**config.mk**
```make
export PLATFORM = sky130hd
export DESIGN_NAME = systolic_skew_feeder
export DESIGN_NICKNAME = d
export VERILOG_FILES = /design/src/rtl/systolic_skew_feeder.sv
export SDC_FILE = /design/constraint.sdc
export NUM_CORES = 1
export LEC_CHECK = 0
export BUFFER_PORTS_ARGS = -buffer_cell sky130_fd_sc_hd__buf_2
export CAP_MARGIN = 40
export CORE_MARGIN = 5
export CORE_UTILIZATION = 28
export DETAILED_ROUTE_END_ITERATION = 10
export PLACE_DENSITY = 0.51
export SLEW_MARGIN = 25
export SYNTH_ARGS = -nofsm -noshare
export SYNTH_HDL_FRONTEND = slang
export SYNTH_SLANG_ARGS = --single-unit
```
**constraint.sdc**
```tcl
create_clock -name clk -period 3.3 [get_ports clk]
set_input_delay 0.825 -clock clk [delete_from_list [all_inputs] [get_ports clk]]
set_output_delay 0.825 -clock clk [all_outputs]
set_load 0.05 [all_outputs]
```
**src/rtl/systolic_skew_feeder.sv**
```systemverilog
// Skewed operand feeder and tile sequencer for an N x N MAC array.
// Optional stall counter output: define FEEDER_STALL_CNT_EN.
module systolic_skew_feeder #(
  parameter int N            = 4,
  parameter int bit_width    = 8,
  parameter int DRAIN_CYCLES = 8
) (
  input  logic                   clk,
  input  logic                   reset,
  input  logic                   in_valid,
  output logic                   in_ready,
  input  logic                   in_last,
  input  logic [N*bit_width-1:0] in_data,
  input  logic [N*bit_width-1:0] in_wt,
  output logic [N*bit_width-1:0] data_out,
  output logic [N*bit_width-1:0] wt_out,
  output logic [N-1:0]           lane_valid,
  output logic                   acc_clear,
  output logic                   busy,
`ifdef FEEDER_STALL_CNT_EN
  output logic [15:0]            stall_cnt,
`endif
  output logic                   tile_done
);

  localparam int DRAIN_LOAD = N - 1 + DRAIN_CYCLES;
  localparam int CW = $clog2(DRAIN_LOAD + 1);

  typedef enum logic [1:0] {
    IDLE,
    STREAM,
    DRAIN,
    DONE
  } state_t;

  state_t          state;
  logic [CW-1:0]   drain_cnt;
  logic            accept;

  assign in_ready  = (state == IDLE) || (state == STREAM);
  assign accept    = in_valid && in_ready && !reset;
  assign acc_clear = accept && (state == IDLE);

  // Tile sequencer: stream beats, flush the skew and array, pulse done.
  always_ff @(posedge clk) begin
    if (reset) begin
      state     <= IDLE;
      drain_cnt <= '0;
      busy      <= 1'b0;
      tile_done <= 1'b0;
    end else begin
      tile_done <= 1'b0;
      unique case (state)
        IDLE: begin
          if (accept) begin
            busy <= 1'b1;
            if (in_last) begin
              state     <= DRAIN;
              drain_cnt <= CW'(DRAIN_LOAD);
            end else begin
              state <= STREAM;
            end
          end
        end
        STREAM: begin
          if (accept && in_last) begin
            state     <= DRAIN;
            drain_cnt <= CW'(DRAIN_LOAD);
          end
        end
        DRAIN: begin
          if (drain_cnt != '0) begin
            drain_cnt <= drain_cnt - 1'b1;
          end
          if (drain_cnt <= CW'(1)) begin
            state     <= DONE;
            tile_done <= 1'b1;
          end
        end
        DONE: begin
          state <= IDLE;
          busy  <= 1'b0;
        end
      endcase
    end
  end

  for (genvar i = 0; i < N; i++) begin : g_lane
    logic [bit_width-1:0] dq [i+1];
    logic [bit_width-1:0] wq [i+1];
    logic                 vq [i+1];

    // Lane i delay line of 1+i stages; idle cycles inject zero bubbles.
    always_ff @(posedge clk) begin
      if (reset) begin
        for (int j = 0; j <= i; j++) begin
          dq[j] <= '0;
          wq[j] <= '0;
          vq[j] <= 1'b0;
        end
      end else begin
        dq[0] <= accept ? in_data[i*bit_width +: bit_width] : '0;
        wq[0] <= accept ? in_wt[i*bit_width +: bit_width] : '0;
        vq[0] <= accept;
        for (int j = 1; j <= i; j++) begin
          dq[j] <= dq[j-1];
          wq[j] <= wq[j-1];
          vq[j] <= vq[j-1];
        end
      end
    end

    assign data_out[i*bit_width +: bit_width] = dq[i];
    assign wt_out[i*bit_width +: bit_width]   = wq[i];
    assign lane_valid[i]                      = vq[i];
  end

`ifdef FEEDER_STALL_CNT_EN
  // Count input starvation while streaming; saturating, held until next tile.
  always_ff @(posedge clk) begin
    if (reset) begin
      stall_cnt <= '0;
    end else if (acc_clear) begin
      stall_cnt <= '0;
    end else if (state == STREAM && !in_valid &&
                 stall_cnt != 16'hFFFF) begin
      stall_cnt <= stall_cnt + 16'd1;
    end
  end
`endif

endmodule

```
-- After elaboration in Yosys (flattened, before gate mapping)
Memory sizes are Yosys's and may differ from the RTL's.
Cells that the tools add are included.
W data, S select, Z words.
- add/sub/neg operators: 1
- $mul: 0
- divide/modulo/power cells: 0
- $lt $le $gt $ge: 1
- equality and inequality tests: 8
- shift-type cells: 0
- multiplexer cells: 57
- bitwise gates (word level): 28
- reductions and logical operators: 17
- operators by type and width (operator ; count):
    $mux W8 ; 28
    $or A1 B1 Y1 ; 27
    $mux W1 ; 18
    $mux W4 ; 4
    $reduce_or A8 Y1 ; 2
    $pmux W4 S3 ; 1
    $mux W2 ; 4
    $ne A2 B2 Y1 const B ; 4
    $pmux W2 S4 ; 1
    $reduce_and A5 Y1 ; 1
    $eq A2 B2 Y1 const B ; 2
    $le A4 B1 Y1 const B ; 1
    $logic_and A1 B1 Y1 ; 4
    $reduce_bool A4 Y1 ; 1
    $sub A4 B1 Y4 const B ; 1
    $reduce_and A3 Y1 ; 1
    $reduce_bool A3 Y1 ; 1
    $eq A2 B1 Y1 const B ; 1
    $logic_not A2 Y1 ; 1
    $ne A2 B1 Y1 const B ; 1
    $pmux W1 S2 ; 1
    $reduce_and A2 Y1 ; 1
    $reduce_bool A2 Y1 ; 1
    $reduce_or A2 Y1 ; 1
    4 further kinds ; 4
- flip-flop bits (word level): 8
- bits in latches: 0
- bits in writable memories: 170
- ROM bits: 0
- input port bits: 68
- output and inout bits: 72
- word-level logic and storage cells: 128
- memories kept: 12
- memory list (name ; words ; bits a word ; rd ports ; clocked after Yosys merged registers in ; write ports ; line ; source):
    g_lane[3].dq ; 4 ; 8 ; 4 ; 0 ; 4 ; 89 ; logic [bit_width-1:0] dq [i+1];
    g_lane[3].wq ; 4 ; 8 ; 4 ; 0 ; 4 ; 90 ; logic [bit_width-1:0] wq [i+1];
    g_lane[2].dq ; 3 ; 8 ; 3 ; 0 ; 3 ; 89 ;
    g_lane[2].wq ; 3 ; 8 ; 3 ; 0 ; 3 ; 90 ;
    g_lane[1].dq ; 2 ; 8 ; 2 ; 0 ; 2 ; 89 ;
    g_lane[1].wq ; 2 ; 8 ; 2 ; 0 ; 2 ; 90 ;
    6 more memories ; -- ; -- ; -- ; -- ; -- ; -- ;

-- Logic depth before layout (Yosys ltp)
- word-level depth: 7
- depth in mapped cells: 7

-- Least setup slack after synthesis
Ideal clock, no wire load.
- path type: input port to output port
- start: input reset
- end: output acc_clear
- arrival time: 1.631 ns
- required time: 2.475 ns
- path slack: 0.844 ns
- stages: 2
- cell sequence: nand2b_1 -> nor2_1
- longest elaborated chain between the ends: 3
- ends and longest elaborated chain (item ; line ; source):
    start: declaration ; 9 ; input logic reset,
    $logic_not A1 Y1 ; 41 ; assign accept = in_valid && in_ready && !reset;
    $logic_and A1 B1 Y1 ; 41 ;
    $logic_and A1 B1 Y1 ; 42 ; assign acc_clear = accept && (state == IDLE);
    end: declaration ; 18 ; output logic acc_clear,
No other way between the ends.

-- Worst setup path in the final report
- start: register state[0]
- end: output in_ready
- longest elaborated chain between the ends: 2
- elaborated cells on any way between the ends: 3
- classes of those cells: eq/ne: 1; reduce/logical: 2
- ends and longest elaborated chain (item ; line ; source):
    start: declaration ; 36 ; state_t state;
    start signal: assignment ; 47 ; state <= IDLE;
    start signal: assignment ; 58 ; state <= DRAIN;
    start signal: assignment ; 61 ; state <= STREAM;
    $eq A2 B1 Y1 / $logic_not A2 Y1 (equally long branches) ; 40 ; assign in_ready = (state == IDLE) || (state == STREAM);
    $logic_or A1 B1 Y1 * ; 40 ;
    end: declaration ; 11 ; output logic in_ready,
Every way passes the cells marked *; elsewhere a longest branch is shown, timed or not.

==> impl_metrics.py <==
metrics = {
    "cts": {
        "postCtsSetupBuffers": 0,
        "clock_sinks": 172,
        "clkTransAtPathRegs_ns": 0.07,
        "cts_htree_levels": 4,
        "ctsResizeCount": 0,
        "hold_buffers": 0,
        "cts_tree": "done",
        "max-clock-path-buffers": 2,
        "cts_buffers": 17,
        "clk_latency_ns": 0.41,
        "root_buffer": "clkbuf_16",
    },
    "global_route": {
        "grt_max_degree": 74,
        "antenna_found_initial": 3,
        "grt_pass1_vias": 3132,
        "grtUsageTotal": 0.0886,
        "grt_pass1_wl_um": 15100,
        "overflow": 0,
    },
    "logic_synthesis": {
        "synth_area_per_cell_sq_um": 11.7,
        "synth_common_cells": "dfxtp_1, nor2b_1, and2_1, buf_4, clkbuf_1",
        "synthFlopType": "dfxtp_1",
        "seq_area_frac_synth": 0.659,
        "synth.most_common_cell": "dfxtp_1",
        "synthesis.nets": 521,
        "synth_area_leaders": "dfxtp_1, nor2b_1, and2_1, buf_4, ha_1",
        "synthCells": 445,
        "synthArstFlopShare": 0,
        "synth_seq_cells": 172,
        "synth_edf_count": 0,
        "yosys_warnings": 0,
        "synth.top_cell.area_share": 0.659,
        "synth_area_sq_um": 5230,
        "yosysUniqueCellTypes": 31,
        "yosys.area.top_type": "dfxtp_1",
    },
    "timing": {
        "tightest_slew_ns": 0.593,
        "finClkSkew_ns": 0.00516,
        "slew_headroom": 0.601,
        "slew_violations": 0,
        "fmax_ghz": 0.399,
        "hold_viol": 0,
        "tns_ns": 0,
        "setup-violations-final": 0,
        "fin_crit_sh": 0.760,
        "rsz0062_at_grt": "no",
        "hold_ws_ns": 0.431,
        "finalCriticalPeriod_ns": 2.51,
    },
    "die": {
        "rows": 50,
        "dieWidth_um": 147,
        "start_util": 0.282,
        "num_io_pins": 140,
        "dieArea_sq_um": 21500,
        "core_sq_um": 18500,
        "die_h_um": 147,
    },
    "setup_path": {
        "path_cells": "inv_1 -> ha_1 -> or2_4 -> buf_2",
        "cpLargestDelayFamily": "flip-flops",
        "worstSetupPathType": "reg -> out",
        "cp.arrival_ns": 1.68,
        "critical-path-slowest-cell": "dfxtp_1",
        "cp_num_buf_inv": 2,
        "worstSetupEndpointType": "output port",
        "max_stage_delay_ns": 0.38,
        "critPathLaunchType": "flip-flop",
        "path_max_fanout": 5,
        "required_ns": 2.47,
    },
    "power_and_ir_drop": {
        "p_per_area_nw_per_um2": 807,
        "ir_worst_vdd_mv": 0.326,
        "leakage_nw": 2.96,
    },
    "hold_path": {
        "hold_path.class": "reg -> reg",
    },
    "placement": {
        "placement.io_buffers": 139,
        "place.gp.congestion": 0.717,
        "placed_cells": 766,
        "dp_hpwl_um": 6180,
    },
    "flow_run": {
        "cap_violations": 0,
    },
    "route": {
        "ant_nets": 0,
        "vias": 3012,
        "first_pass_iters": 6,
        "drt_iter0_drc": 89,
        "wl_um": 9020,
        "vias_per_cell": 3.78,
        "drc": 0,
        "wl_per_cell_um": 11.3,
    },
    "final_layout": {
        "fin_cells": 797,
        "drive_gt1_frac": 0.316,
        "diodes": 0,
        "area.growth.synth_to_final_pct": 24.8,
        "final_nets": 627,
    },
    "outcome": {
        "status": "completed",
    },
}
cells in the final DEF, fill, tap and decap left out, types with 4 or more instances in the layout:
master	synthesis	routed
dfxtp_1	172	172
buf_2	0	138
nor2b_1	101	100
and2_1	65	65
clkbuf_16	0	17
ha_1	8	8
inv_1	7	7
nor2_1	6	6
o21ai_0	4	4
inv_8	0	4
per-layer routing:
layer,GRT usage,share of wire,up-vias
met5,0,0.0051,-
met4,0.0452,0.017,6
met3,0.0574,0.12,18
met2,0.129,0.43,105
met1,0.0994,0.43,1333
li1,-,-,1550
sequential cells by signal, indices dropped and copies added (netlist names):
| register | flops |
|---|---|
| drain_cnt | 4 |
| busy | 1 |
| state | 2 |
| tile_done | 1 |
| g_lane.vq | 4 |
| g_lane.wq | 80 |
| g_lane.dq | 80 |
per-stage QoR:
step	setup slack [ns]	power [mW]	utilization	area (sq um)
6_report	0.793	5.26	0.352	6520
5_1_grt	0.707	5.55	0.352	6520
4_1_cts	0.775	5.36	0.352	6520
3_5_place_dp	0.957	3.31	0.319	5910
3_3_place_gp	0.968	3.26	0.318	5880
2_1_floorplan	0.844	3.10	-	5230
area by class of cell:
class / count / area [sq um]
Timing Repair Buffer: 142 / 741
Inverter: 7 / 26.3
Sequential cell: 172 / 3440
Tap cell: 234 / 293
Clock inverter: 14 / 186
Clock buffer: 17 / 425
Fill cell: 1864 / 12000
Multi-Input combinational cell: 211 / 1410
kinds of logic (layout without fill, tap and decap cells):
group,after synthesis,in the layout,synth area share
adder cells (fa/ha/maj),8,8,0.0192
buffers and inverters,62,180,0.0733
AO/OA/AOI/OAI,16,16,0.0242
AND/OR/NAND/NOR,185,185,0.221
multiplexers,2,2,0.00383
flip-flops,172,172,0.659
where the power goes:
part           total (mW)  internal, mW  switching (mW)
Sequential           2.32          2.26          0.0651
Combinational       0.926         0.337           0.589
Clock                2.01          1.15           0.865
path summary, 6_finish.rpt:
check	from	endpoint	slack, ns	depth (start not counted)
setup / recovery	state[0]	in_ready	0.79	4
hold / removal	g_lane[3].wq[1][4]	g_lane[3].wq[2][4]	0.43	1
setup reg to reg	state[0]	drain_cnt[2]	1.40	6
hold reg to reg	g_lane[3].wq[1][4]	g_lane[3].wq[2][4]	0.43	1
Power figures use the tool's default switching activity.
